===== src/rtl/tinysoc_pkg.sv =====
// Constants and state encoding shared between the ROM streamer and the
// tinysoc target's program-ROM loader.
package tinysoc_pkg;

  localparam int WORD_W    = 15;
  localparam int QUINT_W   = 5;
  localparam int NUM_WORDS = 8;

  typedef enum logic [1:0] {
    ST_IDLE,
    ST_RESET,
    ST_STREAM
  } state_t;

endpackage : tinysoc_pkg


===== src/rtl/rom_quintet_streamer_quintet_sel.sv =====
// Selects one quintet of an instruction word: phase 0 is the low quintet,
// phase 2 the high one. Mirrors the order the target reassembles words in.
module quintet_sel #(
  parameter int WORD_W  = tinysoc_pkg::WORD_W,
  parameter int QUINT_W = tinysoc_pkg::QUINT_W
) (
  input  logic [WORD_W-1:0]  i_word,
  input  logic [1:0]         i_phase,
  output logic [QUINT_W-1:0] o_quint
);

  // NOTE: the default assignment first keeps this block latch-free.
  always_comb begin
    o_quint = '0;
    unique case (i_phase)
      2'd0:    o_quint = i_word[QUINT_W-1:0];
      2'd1:    o_quint = i_word[2*QUINT_W-1:QUINT_W];
      2'd2:    o_quint = i_word[3*QUINT_W-1:2*QUINT_W];
      default: o_quint = '0;
    endcase
  end

endmodule : quintet_sel


===== src/rtl/rom_quintet_streamer.sv =====
// Host-side tinysoc program-ROM loader: buffers instruction words, pulses
// the target reset, then streams 3*NUM_WORDS quintets onto io_in[7:3].
module rom_quintet_streamer #(
  parameter int NUM_WORDS  = tinysoc_pkg::NUM_WORDS,
  parameter int WORD_W     = tinysoc_pkg::WORD_W,
  parameter int QUINT_W    = tinysoc_pkg::QUINT_W,
  parameter int RST_CYCLES = 2
) (
  input  logic                           clk,
  input  logic                           rst,
  input  logic                           s_valid,
  input  logic [WORD_W-1:0]              s_data,
  output logic                           s_ready,
  input  logic                           start,
  input  logic                           clear,
  output logic                           busy,
  output logic                           done,
  output logic                           tgt_rst,
  output logic [QUINT_W-1:0]             tgt_q,
  output logic [$clog2(NUM_WORDS):0]     word_cnt
);

  import tinysoc_pkg::*;

  localparam int IDX_W = $clog2(NUM_WORDS);
  localparam int CNT_W = IDX_W + 1;
  localparam int RC_W  = (RST_CYCLES > 1) ? $clog2(RST_CYCLES) : 1;

  logic [WORD_W-1:0]  r_buf [NUM_WORDS];
  state_t             r_state;
  logic [CNT_W-1:0]   r_word_cnt;
  logic [IDX_W-1:0]   r_w;
  logic [1:0]         r_p;
  logic [RC_W-1:0]    r_rst_cnt;
  logic               r_running;
  logic               r_s_ready;
  logic               r_busy;
  logic               r_done;
  logic               r_tgt_rst;
  logic [QUINT_W-1:0] r_tgt_q;

  logic               w_idle;
  logic               w_wr;
  logic               w_last;
  logic               w_in_image;
  logic [IDX_W-1:0]   w_nxt_w;
  logic [1:0]         w_nxt_p;
  logic [QUINT_W-1:0] w_q;

  assign w_idle     = (r_state == ST_IDLE);
  assign w_wr       = w_idle & s_valid & r_s_ready & ~clear;
  assign w_last     = (r_w == IDX_W'(NUM_WORDS - 1)) && (r_p == 2'd2);
  assign w_in_image = ({1'b0, w_nxt_w} < r_word_cnt);

  // Position of the quintet to present next cycle; RESET primes (0,0).
  always_comb begin
    w_nxt_w = '0;
    w_nxt_p = '0;
    if (r_state == ST_STREAM) begin
      if (r_p == 2'd2) begin
        w_nxt_w = r_w + 1'b1;
        w_nxt_p = 2'd0;
      end else begin
        w_nxt_w = r_w;
        w_nxt_p = r_p + 2'd1;
      end
    end
  end

  quintet_sel #(
    .WORD_W  (WORD_W),
    .QUINT_W (QUINT_W)
  ) u_quintet_sel (
    .i_word  (r_buf[w_nxt_w]),
    .i_phase (w_nxt_p),
    .o_quint (w_q)
  );

  // NOTE: the buffer is deliberately not reset; word_cnt alone marks valid entries.
  always_ff @(posedge clk) begin
    if (w_wr) r_buf[r_word_cnt[IDX_W-1:0]] <= s_data;
  end

  // NOTE: all state and output registers use non-blocking assignments.
  always_ff @(posedge clk) begin
    if (rst) begin
      r_state    <= ST_IDLE;
      r_word_cnt <= '0;
      r_w        <= '0;
      r_p        <= '0;
      r_rst_cnt  <= '0;
      r_running  <= 1'b0;
      r_s_ready  <= 1'b1;
      r_busy     <= 1'b0;
      r_done     <= 1'b0;
      r_tgt_rst  <= 1'b1;
      r_tgt_q    <= '0;
    end else begin
      r_done <= 1'b0;
      unique case (r_state)
        ST_IDLE: begin
          r_tgt_rst <= ~r_running;
          r_tgt_q   <= '0;
          if (clear) begin
            r_word_cnt <= '0;
            r_s_ready  <= 1'b1;
          end else if (w_wr) begin
            r_word_cnt <= r_word_cnt + 1'b1;
            r_s_ready  <= (r_word_cnt + 1'b1) < CNT_W'(NUM_WORDS);
          end
          if (start) begin
            r_state   <= ST_RESET;
            r_busy    <= 1'b1;
            r_s_ready <= 1'b0;
            r_tgt_rst <= 1'b1;
            r_rst_cnt <= RC_W'(RST_CYCLES - 1);
          end
        end
        ST_RESET: begin
          if (r_rst_cnt == '0) begin
            // Release the target together with quintet 0 so its first edge samples it.
            r_state   <= ST_STREAM;
            r_tgt_rst <= 1'b0;
            r_w       <= w_nxt_w;
            r_p       <= w_nxt_p;
            r_tgt_q   <= w_in_image ? w_q : '0;
          end else begin
            r_rst_cnt <= r_rst_cnt - 1'b1;
          end
        end
        ST_STREAM: begin
          if (w_last) begin
            r_state   <= ST_IDLE;
            r_busy    <= 1'b0;
            r_done    <= 1'b1;
            r_running <= 1'b1;
            r_tgt_rst <= 1'b0;
            r_tgt_q   <= '0;
            r_s_ready <= r_word_cnt < CNT_W'(NUM_WORDS);
            r_w       <= '0;
            r_p       <= '0;
          end else begin
            r_w     <= w_nxt_w;
            r_p     <= w_nxt_p;
            r_tgt_q <= w_in_image ? w_q : '0;
          end
        end
        default: r_state <= ST_IDLE;
      endcase
    end
  end

  assign s_ready  = r_s_ready;
  assign busy     = r_busy;
  assign done     = r_done;
  assign tgt_rst  = r_tgt_rst;
  assign tgt_q    = r_tgt_q;
  assign word_cnt = r_word_cnt;

endmodule : rom_quintet_streamer


===== config.mk =====
export PLATFORM = sky130hd
export DESIGN_NAME = rom_quintet_streamer
export DESIGN_NICKNAME = d
export VERILOG_FILES = /design/src/rtl/tinysoc_pkg.sv /design/src/rtl/rom_quintet_streamer_quintet_sel.sv /design/src/rtl/rom_quintet_streamer.sv
export SDC_FILE = /design/constraint.sdc
export NUM_CORES = 1
export LEC_CHECK = 0
export BUFFER_PORTS_ARGS = -buffer_cell sky130_fd_sc_hd__buf_2
export CORE_MARGIN = 3
export CORE_UTILIZATION = 54
export CTS_BUF_LIST = sky130_fd_sc_hd__clkbuf_8 sky130_fd_sc_hd__clkbuf_16
export DETAILED_ROUTE_END_ITERATION = 10
export PLACE_DENSITY = 0.78
export SYNTH_ARGS = -nofsm -noshare
export SYNTH_HDL_FRONTEND = slang
export SYNTH_SLANG_ARGS = --single-unit

===== constraint.sdc =====
create_clock -name clk -period 3.18 [get_ports clk]
set_clock_uncertainty 0.1 [all_clocks]
set_input_delay 0 -clock clk [delete_from_list [all_inputs] [get_ports clk]]
set_output_delay 0 -clock clk [all_outputs]
set_load 0.01 [all_outputs]

---- After elaboration in Yosys (flattened, before gate mapping) ----
Memories as Yosys holds them, arrays and structs flattened.
Index checks and enable logic that the tools add are counted.
word-level totals
  register bits after elaboration ......... 22
  memory bits (writable) .................. 120
  input port bits ......................... 20
  output and inout port bits .............. 13
  logic and storage cells ................. 90
  memories ................................ 1
cells by class
  add/sub/neg operators ................... 4
  $lt $le $gt $ge ......................... 3
  equality and inequality tests ........... 10
  muxes and demuxes ....................... 37
  bitwise logic cells ..................... 6
  reduce and logical (&&, ||, !) cells .... 18
memory list
  name   depth  bits a word  rd ports  clocked after Yosys merged registers in  write ports  RTL line                    text
  r_buf  8      15           1         0                                        1            rom_quintet_streamer.sv:29  logic [WORD_W-1:0] r_buf [NUM_WORDS];
operators with widths
  operator               number
  $pmux W5 S3            2
  $mux W5                3
  $mux W2                7
  $mux W1                12
  $mux W3                4
  $reduce_and A3 Y1      4
  $reduce_and A2 Y1      5
  $lt A4 B4 Y1 const B   2
  $mux W4                2
  $reduce_bool A2 Y1     4
  $eq A2 B2 Y1 const B   3
  $ne A2 B2 Y1 const B   3
  $pmux W1 S2            3
  $pmux W2 S3            1
  $pmux W3 S2            1
  $add A4 B1 Y4 const B  1
  $eq A2 B1 Y1 const B   2
  $logic_not A2 Y1       2
  $lt A3 B4 Y1           1
  $ne A4 B3 Y1 const B   1
  $pmux W2 S2            1
  $add A3 B1 Y3 const B  1
  $and A1 B1 Y1          3
  $eq A3 B3 Y1 const B   1
  7 further kinds        9

---- Longest topological paths before layout ----
Gate-level depths: netlist (run 1).
  word-level depth ........................ 8
  gate-level depth with buffers ........... 13
  mapped depth without buffers ............ 12

---- By module ----
Synthesis (run 1) repeated with hierarchy kept, for this count alone.
second synthesis, totals
  cells, all modules ...................... 464
  area total of the unflattened synthesis .. 6261.0 um2
by module, submodules not included
  module                times used  cells each  area an instance (um2)  seq. area each (um2)
  rom_quintet_streamer  1           452         6145.9                  4043.9
  quintet_sel           1           12          115.1                   0.0

---- Least setup slack after synthesis (run 1) ----
OpenSTA, ideal clock, no wires.
  kind .................................... reg2reg
  start point ............................. register r_state[0]
  end point ............................... register r_tgt_q[4], in the netlist tgt_q[4]
  setup time .............................. 0.058 ns
  data arrival time ....................... 3.051 ns
  required time ........................... 3.022 ns
  path slack .............................. -0.029 ns
  cell stages (with the launch flop) ...... 13
  buffers on the path ..................... 1
  clock period less this slack ............ 3.209 ns
  path through ............................ dfxtp_1 > inv_1 > ha_1 > clkbuf_1 > and4b_1 > a31oi_1 > inv_1 > ha_1 > a2111o_1 > nor4_4 > nand2_2 > o31ai_1 > a211o_1
between the ends
  longest elaborated chain between the ends .. 7
  elaborated cells on any way between the ends .. 18
  those cells by class .................... order compare (1); eq/ne (5); mux (7); reduce/logical (4); memory (1)
ends and longest elaborated chain
  what                                          RTL line                                                  text
  from (decl)                                   rom_quintet_streamer.sv:30                                state_t r_state;
  from (signal assigned)                        rom_quintet_streamer.sv:87                                r_state <= ST_IDLE;
  from (signal assigned)                        rom_quintet_streamer.sv:112                               r_state <= ST_RESET;
  from (signal assigned)                        rom_quintet_streamer.sv:122                               r_state <= ST_STREAM;
  $eq A2 B2 Y1                                  rom_quintet_streamer.sv:59, rom_quintet_streamer.sv:100
  $mux W3 / $mux W2 (equally long branches)     rom_quintet_streamer.sv:59                                if (r_state == ST_STREAM) begin
  $mem_v2 Z8 W15, or another cell as far along  --
  $pmux W5 S3                                   rom_quintet_streamer_quintet_sel.sv:15                    unique case (i_phase)
  $mux W5                                       rom_quintet_streamer.sv:126, rom_quintet_streamer.sv:145
  $mux W5 (on tied branches)                    rom_quintet_streamer.sv:132, rom_quintet_streamer.sv:120
  $pmux W5 S3                                   rom_quintet_streamer.sv:100                               unique case (r_state)
  to (signal assigned)                          rom_quintet_streamer.sv:126                               r_tgt_q <= w_in_image ? w_q : '0;
  to (signal assigned)                          rom_quintet_streamer.sv:145                               r_tgt_q <= w_in_image ? w_q : '0;
  to (decl)                                     rom_quintet_streamer.sv:40                                logic [QUINT_W-1:0] r_tgt_q;
Several ways; a longest one is shown, not always the timed one. The select of a mux whose other input is x is not followed.
A chain may end at the register's enable or synchronous reset.

---- Worst setup path in the final report (run 1) ----
  start point ............................. register r_w[1]
  end point ............................... register r_tgt_q[4], in the netlist tgt_q[4]
between the ends
  longest elaborated chain between the ends .. 8
  elaborated cells on any way between the ends .. 12
  those cells by class .................... add/sub (1); order compare (1); eq/ne (1); mux (7); reduce/logical (1); memory (1)
ends and longest elaborated chain
  what                        RTL line                                                  text
  from (decl)                 rom_quintet_streamer.sv:32                                logic [IDX_W-1:0] r_w;
  from (signal assigned)      rom_quintet_streamer.sv:124                               r_w <= w_nxt_w;
  from (signal assigned)      rom_quintet_streamer.sv:143                               r_w <= w_nxt_w;
  $add A3 B1 Y3               rom_quintet_streamer.sv:61                                w_nxt_w = r_w + 1'b1;
  $mux W3                     rom_quintet_streamer.sv:60                                if (r_p == 2'd2) begin
  $mux W3                     rom_quintet_streamer.sv:59
  $mem_v2 Z8 W15              --
  $pmux W5 S3                 rom_quintet_streamer_quintet_sel.sv:15
  $mux W5                     rom_quintet_streamer.sv:126, rom_quintet_streamer.sv:145
  $mux W5 (on tied branches)  rom_quintet_streamer.sv:132, rom_quintet_streamer.sv:120
  $pmux W5 S3 (*)             rom_quintet_streamer.sv:100
Every way passes the cells marked *; elsewhere a longest branch is shown, timed or not. The select of a mux whose other input is x is not followed.

==> run summary, run 1 <==
The final setup slack of the worst path is 0.155 ns. The number of antenna diodes in the final layout is 0. The post-DP HPWL is approximately 8000 um.

The routed wire length is around 13000 um. The sequential element share of the synthesized area came out at 0.684. The count of final max-slew check failures is 0. In this run the worst hold path is classified as in2reg. The number of inserted filler cells in the final layout is 714. The number of top-level pins came out at 33. The clock sink count is roughly 140.

The synthesized netlist occupies a cell area of slightly below 6000 sq um. The combinational cell fraction of total power came out at 0.105. For the worst-skew pair, the clock arrives at the later sink with an insertion delay of 0.52 ns.

The number of maximum-capacitance violations is 0. The count of H-tree levels built during CTS is 4. The area used by multi-input combinational logic is 1720 sq um. The start-to-end type of the worst setup path is reg2reg. The switching share of total power is 0.246. The sequential power share came out at 0.463. Detailed routing inserted a total of 3894 vias. The cell count after synthesis is 420. The signal arrival time at the worst endpoint is between 3 and 4 ns. The final hold violation count came out at 0. The internal power consumption is 3480 uW.

The remaining routing DRC violations is 0. In this run the mean area of a mapped cell was between 10 and 15 sq um. The number of warning messages in the yosys log is 0.

In this run the worst path has a maximum fanout of 5. The worst path buffer plus inverter count came out at 1. The number of library cell types mapped by synthesis came out at 47. The final cycle utilization of the critical path is 0.951.

The sequential cell area came out at roughly 4000 sq um. The global-route wire length before repair came out at between 20000 and 25000 um. The number of global-route vias before repair is roughly 4000.

The iteration-0 DRC count of the detailed router came out at 403. The maximum clock frequency is about 330 MHz. The longest individual stage delay on the worst path is around 0.44 ns. The overall die area is between 10000 and 15000 sq um. The largest vdd supply drop is between 0.0005 and 0.0006 V. The final total negative setup slack came out at 0 ns. The final weighted congestion in routability-driven placement came out at roughly 0.82. Summed over all layers, the global routing overflow is 0. The clock network fraction of total power is 0.431. The flow ran to the end, and the final reports show no timing, DRC or antenna violations. The setup violation total in the final timing report is 0. STA classifies the critical path startpoint as a flip-flop. Headroom to the max-slew limit came out at 0.642. The final layout net count is 522. The largest buffer count on any clock path is 2. At the worst endpoint, the required time is roughly 3.6 ns.

The number of synthesized flops with an enable pin came out at between 100 and 150. The reported net switching power is ~1100 uW. The biggest area contributor in the post-synthesis netlist is sky130_fd_sc_hd__edfxtp_1. The most frequent cell on the critical path is sky130_fd_sc_hd__ha_1. The global router's overall resource usage came out at 0.218. TritonCTS built the clock tree.

The time the worst path needs with I/O delays and setup came out at about 3 ns. Among all stages on the critical path, the largest delay is contributed by sky130_fd_sc_hd__a2111o_1. The initial utilization of the core area, before any placement, comes to 0.565. The post-route antenna net violation count is 0. The count of standard-cell rows came out at 37. Dividing the detail-routed via count by the number of cells gives 6.07. The count of state elements after synthesis came out at ~140.

The critical path goes through ha_1 -> ha_1 -> and4b_1 -> a31oi_2 -> inv_1 -> ha_1 -> a2111o_1 -> nor4_4 -> nand4_1 -> a211oi_2 -> a211o_1. The average wire length per cell after detail routing is roughly 20 um. The static power due to leakage came out at between 0.002 and 0.003 uW. The number of search-and-repair iterations in the first detailed-routing pass came out at 5. The setup slack after placement is 0.0302 ns.

Of the cells placed in the final design, the portion with a size suffix greater than 1 is 0.190. Yosys attributes the largest share of cell area to sky130_fd_sc_hd__edfxtp_1 (61%), sky130_fd_sc_hd__dfxtp_1 (7.5%), sky130_fd_sc_hd__mux2i_1 (4.4%). The post-CTS clock slew at the launch and capture registers of the worst setup and hold paths is ~0.060 ns.

The fraction of post-synthesis cell area in the top cell type by area came out at 0.610. The core box area is roughly 10000 sq um. The initial antenna violation count was 0. The cell sitting at the root of the clock tree is a sky130_fd_sc_hd__clkbuf_8. The filler-free cell count of the finished design came out at approximately 640. For this run, the leading register cell type out of synthesis is sky130_fd_sc_hd__edfxtp_1.

The signed area change from the synthesized netlist to the final layout is 21.0%. The die extent in y is between 100 and 150 um. The final-layout worst hold slack came out at between 0.15 and 0.2 ns. The critical path's top delay family is compound AO/OA/AOI/OAI gates. The pin count of the biggest net entering global routing is 34. The total power is around 4600 uW. The share of synthesized registers carrying an async set or reset is 0. Dividing total power by cell area gives a power density of between 600 and 700 nW/um^2. The total CTS buffers is 17. The width of the chip came out at approximately 110 um. The number of nets produced by synthesis is approximately 450. The total placed cells including tap cells is 586. At the pin with the least slew margin, the transition time is 0.535 ns. The number of I/O port buffers came out at 32. STA classifies the critical path endpoint as a flip-flop.

After synthesis, the most frequently instantiated cells are sky130_fd_sc_hd__edfxtp_1 (120), sky130_fd_sc_hd__mux2i_1 (26), sky130_fd_sc_hd__nand2_1 (23), sky130_fd_sc_hd__nor2_1 (23), sky130_fd_sc_hd__dfxtp_1 (22). By instance count, the leading cell after synthesis is sky130_fd_sc_hd__edfxtp_1.
-- cell type report --
| class | instances | area share |
|---|---|---|
| well taps | 136 | 0.0238 |
| clock buffers | 17 | 0.0579 |
| clock inverters | 15 | 0.0262 |
| repair buffers | 75 | 0.0787 |
| flip-flops and latches | 142 | 0.566 |
| multi-input cells | 243 | 0.241 |
| inverters | 14 | 0.00735 |
-- worst register-to-register path, cell delays in order (launching register included) --
cell                       delay (ns)
sky130_fd_sc_hd__dfxtp_2         0.35
sky130_fd_sc_hd__ha_1            0.19
sky130_fd_sc_hd__ha_1            0.31
sky130_fd_sc_hd__and4b_1         0.20
sky130_fd_sc_hd__a31oi_2         0.18
sky130_fd_sc_hd__inv_1           0.10
sky130_fd_sc_hd__ha_1            0.19
sky130_fd_sc_hd__a2111o_1        0.44
sky130_fd_sc_hd__nor4_4          0.40
sky130_fd_sc_hd__nand4_1         0.16
sky130_fd_sc_hd__a211oi_2        0.23
sky130_fd_sc_hd__a211o_1         0.12
-- cells by family (layout without fill, tap and decap cells) --
family                   count (synthesis)  count (layout)  share of synthesized area
flip-flops                             142             142                      0.684
adder cells (fa/ha/maj)                  9               9                     0.0191
AO/OA/AOI/OAI                          112             112                      0.134
AND/OR/NAND/NOR                         92              92                     0.0815
multiplexers                            28              28                     0.0485
XOR/XNOR                                 2               2                    0.00296
buffers and inverters                   35             121                     0.0294
-- worst paths after layout --
path / from / end / slack (ns) / cells after the start
setup / recovery: r_w[1] / tgt_q[4] / 0.15 / 11
hold / removal: s_data[13] / r_buf[5][13] / 0.17 / 2
setup reg to reg: r_w[1] / tgt_q[4] / 0.15 / 11
hold reg to reg: r_running / r_running / 0.36 / 1
-- state kept, by name, summed over array words and instances, names as in the netlist --
signal,cells
r_state,2
busy,1
r_running,1
r_w,3
tgt_rst,1
s_ready,1
r_p,2
r_rst_cnt,1
tgt_q,5
r_buf,120
done,1
word_cnt,4
-- placed cells by master, fill, tap and decap left out, drive strengths merged, types with 13 or more instances in the layout --
master and n:
dlygate4sd3 22, edfxtp 120, dfxtp 22, o21ai 13
clkbuf 17, mux2i 26, a22oi 15, a211oi 17
inv 20, nor2 23, a21oi 18, buf 53
a221oi 15, nand2 24
-- metrics by stage --
stage	util	instance area [sq um]
global route	0.684	7150
floorplan	-	5920
detailed placement	0.603	6310
finish	0.684	7150
CTS	0.682	7130
global placement	0.603	6310
-- metal layers --
layer / share of wire / vias to the layer above / wire length, um / global-route usage
met5: 0 / - / 0 / 0
met4: 0.028 / 0 / 362 / 0.0903
met3: 0.064 / 27 / 823 / 0.0570
met2: 0.50 / 149 / 6390 / 0.352
met1: 0.41 / 1903 / 5310 / 0.283
li1: - / 1815 / - / -
-- power by group through the flow --
stage               sequential (uW)  clock, uW  combinational, uW
global placement               2170          0                439
floorplan                      2170          0                292
finish                         2140       1990                486
global route                   2140       2110                528
detailed placement             2170          0                452
CTS                            2130       2010                479
-- repair_timing --
action | 4_1_cts | 5_1_grt
setup buffers | 0 | 2
hold buffers | 22 | 0
resized for setup | 0 | 2
pin swaps | 1 | 2
endpoints found under the setup margin | 1 | 1
hold endpoints to repair | 137 | 0
gates cloned | 0 | 0
(Power assumes the default switching activity.)
==> inputs of run 2 (changes only) <==
--- a/config.mk
+++ b/config.mk
@@ -7,10 +7,11 @@
 export LEC_CHECK = 0
 export BUFFER_PORTS_ARGS = -buffer_cell sky130_fd_sc_hd__buf_2
 export CORE_MARGIN = 3
-export CORE_UTILIZATION = 54
+export CORE_UTILIZATION = 55
 export CTS_BUF_LIST = sky130_fd_sc_hd__clkbuf_8 sky130_fd_sc_hd__clkbuf_16
 export DETAILED_ROUTE_END_ITERATION = 10
-export PLACE_DENSITY = 0.78
+export PLACE_DENSITY = 0.79
 export SYNTH_ARGS = -nofsm -noshare
 export SYNTH_HDL_FRONTEND = slang
+export SYNTH_HIERARCHICAL = 1
 export SYNTH_SLANG_ARGS = --single-unit
==> run summary, run 2 <==
The post-synthesis compound-gate area fraction came out at 0.0979. The number of library cell types mapped by synthesis is 48. From bottom edge to top edge, the die measures between 100 and 150 um. The fraction of post-synthesis cell area in the top cell type by area came out at 0.576. The count of state elements after synthesis is 142. The worst-skew pair later-pin latency came out at between 0.4 and 0.5 ns.

The total power came out at 4880 uW. The remaining routing DRC violations is 0. The number of cells on the worst reg-to-reg path is 10. The number of nets in the synthesized netlist is just under 500.

After clock tree synthesis, the clock-pin slew on the worst setup and hold paths is roughly 0.060 ns. Yosys instantiated no cell more often than sky130_fd_sc_hd__edfxtp_1. The time the worst path needs with I/O delays and setup is between 2 and 3 ns. The number of global-route vias before repair is around 4000. The number of warning messages in the yosys log came out at 6. The number of gates given a new drive strength after cts is 0. On the critical path, the stage with the largest delay is an instance of sky130_fd_sc_hd__nor2b_2. The power density normalized to cell area came out at about 650 nW/um^2. The signal arrival time at the worst endpoint is a little over 3 ns. The count of final max-slew check failures came to 0. CTS saw between 100 and 150 sinks. 33 I/O pins were placed. The library cell used most frequently in the layout, excluding fill and tap cells, is sky130_fd_sc_hd__edfxtp_1. The width of the chip is approximately 110 um. The floorplan step defined a die boundary enclosing 12700 sq um. The cell taking the most area after synthesis is sky130_fd_sc_hd__edfxtp_1. The path class of the tightest hold or removal check is in2reg. The core box area is 11000 sq um.

The number of buffers inserted by post-CTS setup repair came out at 0. After synthesis, the share of flip-flops with an asynchronous set or reset is 0. The final total negative setup slack is 0 ns. The synthesized-area fraction occupied by adder cells came out at 0.0180. The tree is rooted in a sky130_fd_sc_hd__clkbuf_16. The cell count after synthesis came out at ~460.

After synthesis the cells add up to ~6300 sq um. The post-synthesis share of cell area spent on and, or, nand and nor gates is 0.116. The critical path is of the reg2reg type. The critical path's top delay family is simple AND/OR/NAND/NOR gates. The global-route wire length before repair came out at about 22000 um. The routed wire length came out at 13400 um. By area, the combinational part of the netlist is dominated by simple AND/OR/NAND/NOR gates. The H-tree was split into 4 levels. The maximum fanout count along the critical path came out at 18.

The number of synthesized flops with an enable pin is between 100 and 150. Sorting the synthesized cells by area gives the leading types as sky130_fd_sc_hd__edfxtp_1 (58%), sky130_fd_sc_hd__mux2i_1 (8.0%), sky130_fd_sc_hd__dfxtp_1 (7.0%). The signed area change from the synthesized netlist to the final layout came out at 19.2%. In the layout the commonest cells are sky130_fd_sc_hd__edfxtp_1 (120), sky130_fd_sc_hd__mux2i_1 (50), sky130_fd_sc_hd__nand2_1 (45), sky130_fd_sc_hd__buf_2 (32), sky130_fd_sc_hd__nor2_1 (31). The initial standard-cell utilization of the core is 0.570.

The antenna diode count is 0. The worst path buffer plus inverter count is 2. Of the cells placed in the final design, the portion with a size suffix greater than 1 is 0.190. The global router's overall resource usage is 0.222.

The number of I/O port buffers came out at 32. The required time at the worst-slack endpoint is between 3 and 4 ns. Dividing the final minimum period by the clock period gives 0.887. The nature of the critical path startpoint is a flip-flop. The number of cells on the critical path came out at 10. The average wire length per cell after detail routing came out at just under 20 um. The final hold violation count is 0.

The clock passes through at most 2 buffers. The sequential element share of the synthesized area came out at 0.646. The longest individual stage delay on the worst path came out at 0.51 ns. The maximum clock frequency is ~350 MHz. For this run the aggregate overflow at the end of global routing stands at 0. The largest vdd supply drop is around 0.00044 V. Routability-driven placement finished with a final weighted congestion of ~0.76. At the pin with the least slew margin, the transition time is around 0.54 ns.

The flip-flop count of the largest register, all copies and words added came out at 120. Of the total synthesized cell area, the portion taken by XOR and XNOR cells is 0.00580. The static power due to leakage came out at approximately 0.0026 uW. After the last flow step, the layout net total stands at ~560.

The post-DP HPWL is ~8100 um. The signal on the critical path passes through nor2b_2 -> mux2i_1 -> nand2b_4 -> inv_2 -> buf_4 -> o21ai_0 -> a32o_1 -> mux2i_1 -> o2bb2ai_1 -> a22o_1. The mean cell area of the mapped netlist is roughly 13 sq um. The iteration-0 DRC count of the detailed router came out at 395. The routed layout has 4036 vias. The number of search-and-repair iterations in the first detailed-routing pass is 8. Once detail routing completed, the nets flagged for antenna violations numbered 0. Entering global routing, the biggest net connects 47 pins. The count of standard-cell rows is 38. The most numerous cell type found on the critical path is sky130_fd_sc_hd__mux2i_1. The proportion of synthesized area in mux cells is 0.0835. The number of maximum-capacitance violations came out at 0. The capturing element type of the critical path is a flip-flop.

The worst pin sits at a relative slew slack of 0.636. The initial antenna violation count is 0. The total CTS buffers came out at 17. Setup repair after global routing left no endpoint under its margin.

In the synthesized netlist the dominant register cell turns out to be sky130_fd_sc_hd__edfxtp_1. The commonest cells after synthesis are sky130_fd_sc_hd__edfxtp_1 (120), sky130_fd_sc_hd__mux2i_1 (50), sky130_fd_sc_hd__nand2_1 (45), sky130_fd_sc_hd__nor2_1 (31), sky130_fd_sc_hd__a21oi_1 (24). Dividing the detail-routed via count by the number of cells gives roughly 6. Setup violations remaining at the end of the flow were counted as 0.

The flow ran to the end, and the final reports show no timing, DRC or antenna violations. The TritonCTS clock tree is yes. The number of cells on the worst hold path came out at 5.
## run 2: cell types whose count changed after synthesis, moves of 7 or more
cell and delta:
sky130_fd_sc_hd__o21ai_1 +8, sky130_fd_sc_hd__nand3_1 -7, sky130_fd_sc_hd__a22oi_1 -11, sky130_fd_sc_hd__nor2_1 +8, sky130_fd_sc_hd__o22ai_1 -7, sky130_fd_sc_hd__a211oi_1 -13, sky130_fd_sc_hd__nor3b_2 +10, sky130_fd_sc_hd__o211ai_1 -7
sky130_fd_sc_hd__a221oi_1 -15, sky130_fd_sc_hd__mux2i_1 +24, sky130_fd_sc_hd__nand2b_1 +14, sky130_fd_sc_hd__a32o_1 +14, sky130_fd_sc_hd__nand2_1 +22
## run 2: final timing paths
| check | start | endpoint | slack, ns |
|---|---|---|---|
| max | r_p[1] | tgt_q[2] | 0.36 |
| max reg2reg | r_p[1] | tgt_q[2] | 0.36 |
| min reg2reg | r_running | r_running | 0.36 |
| min | s_valid | s_ready | 0.03 |
## run 2: area by class of cell
| cell class | instances | area, sq um |
|---|---|---|
| fillers | 739 | 3520 |
| clock buffers | 17 | 425 |
| well taps | 140 | 175 |
| clock inverters | 15 | 224 |
| repair buffers | 71 | 515 |
| flip-flops and latches | 142 | 4040 |
| multi-input cells | 284 | 2030 |
| inverters | 12 | 45.0 |
## run 2: worst register-to-register path, stage by stage, from the launching register on
cell	delay, ns
sky130_fd_sc_hd__dfxtp_1	0.40
sky130_fd_sc_hd__nor2b_2	0.51
sky130_fd_sc_hd__mux2i_1	0.17
sky130_fd_sc_hd__nand2b_4	0.17
sky130_fd_sc_hd__inv_2	0.27
sky130_fd_sc_hd__buf_4	0.27
sky130_fd_sc_hd__o21ai_0	0.11
sky130_fd_sc_hd__a32o_1	0.26
sky130_fd_sc_hd__mux2i_1	0.15
sky130_fd_sc_hd__o2bb2ai_1	0.09
sky130_fd_sc_hd__a22o_1	0.20
## run 2: repair_timing
item,4_1_cts,5_1_grt
setup endpoints to repair,0,0
hold buffers,20,0
endpoints found under the hold margin,137,0
## run 2: metrics by stage
| step | std cells | util | hold WS, ns | instance area [sq um] | setup WS, ns |
|---|---|---|---|---|---|
| detailed placement | 629 | 0.602 | 0.170 | 6610 | 0.372 |
| finish | 681 | 0.679 | 0.0290 | 7460 | 0.359 |
| global route | 681 | 0.679 | 0.0712 | 7460 | 0.167 |
| global placement | 629 | 0.602 | 0.162 | 6610 | 0.476 |
| CTS | 681 | 0.679 | 0.00485 | 7460 | 0.354 |
| floorplan | 464 | - | -0.00113 | 6260 | 0.591 |
## run 2: power breakdown
part	switching, uW	leakage (uW)	internal (uW)
Clock	713	0.000320	1450
Combinational	367	0.00102	211
Sequential	44.8	0.00126	2090
## run 2: kinds of logic (layout without fill, tap and decap cells)
logic type      Yosys count  count (layout)
xor+xnor                  2               2
fa+ha+maj                 9               9
mux                      52              52
buf+inv                  38             115
compound gates           89              89
simple gates            132             132
flops                   142             142
## run 2: metal layers
metal	GRT usage	vias up	wire length [um]
met4	0.0857	0	328
met5	0	-	0
li1	-	1872	-
met3	0.0503	25	729
met1	0.291	1985	5760
met2	0.362	154	6530
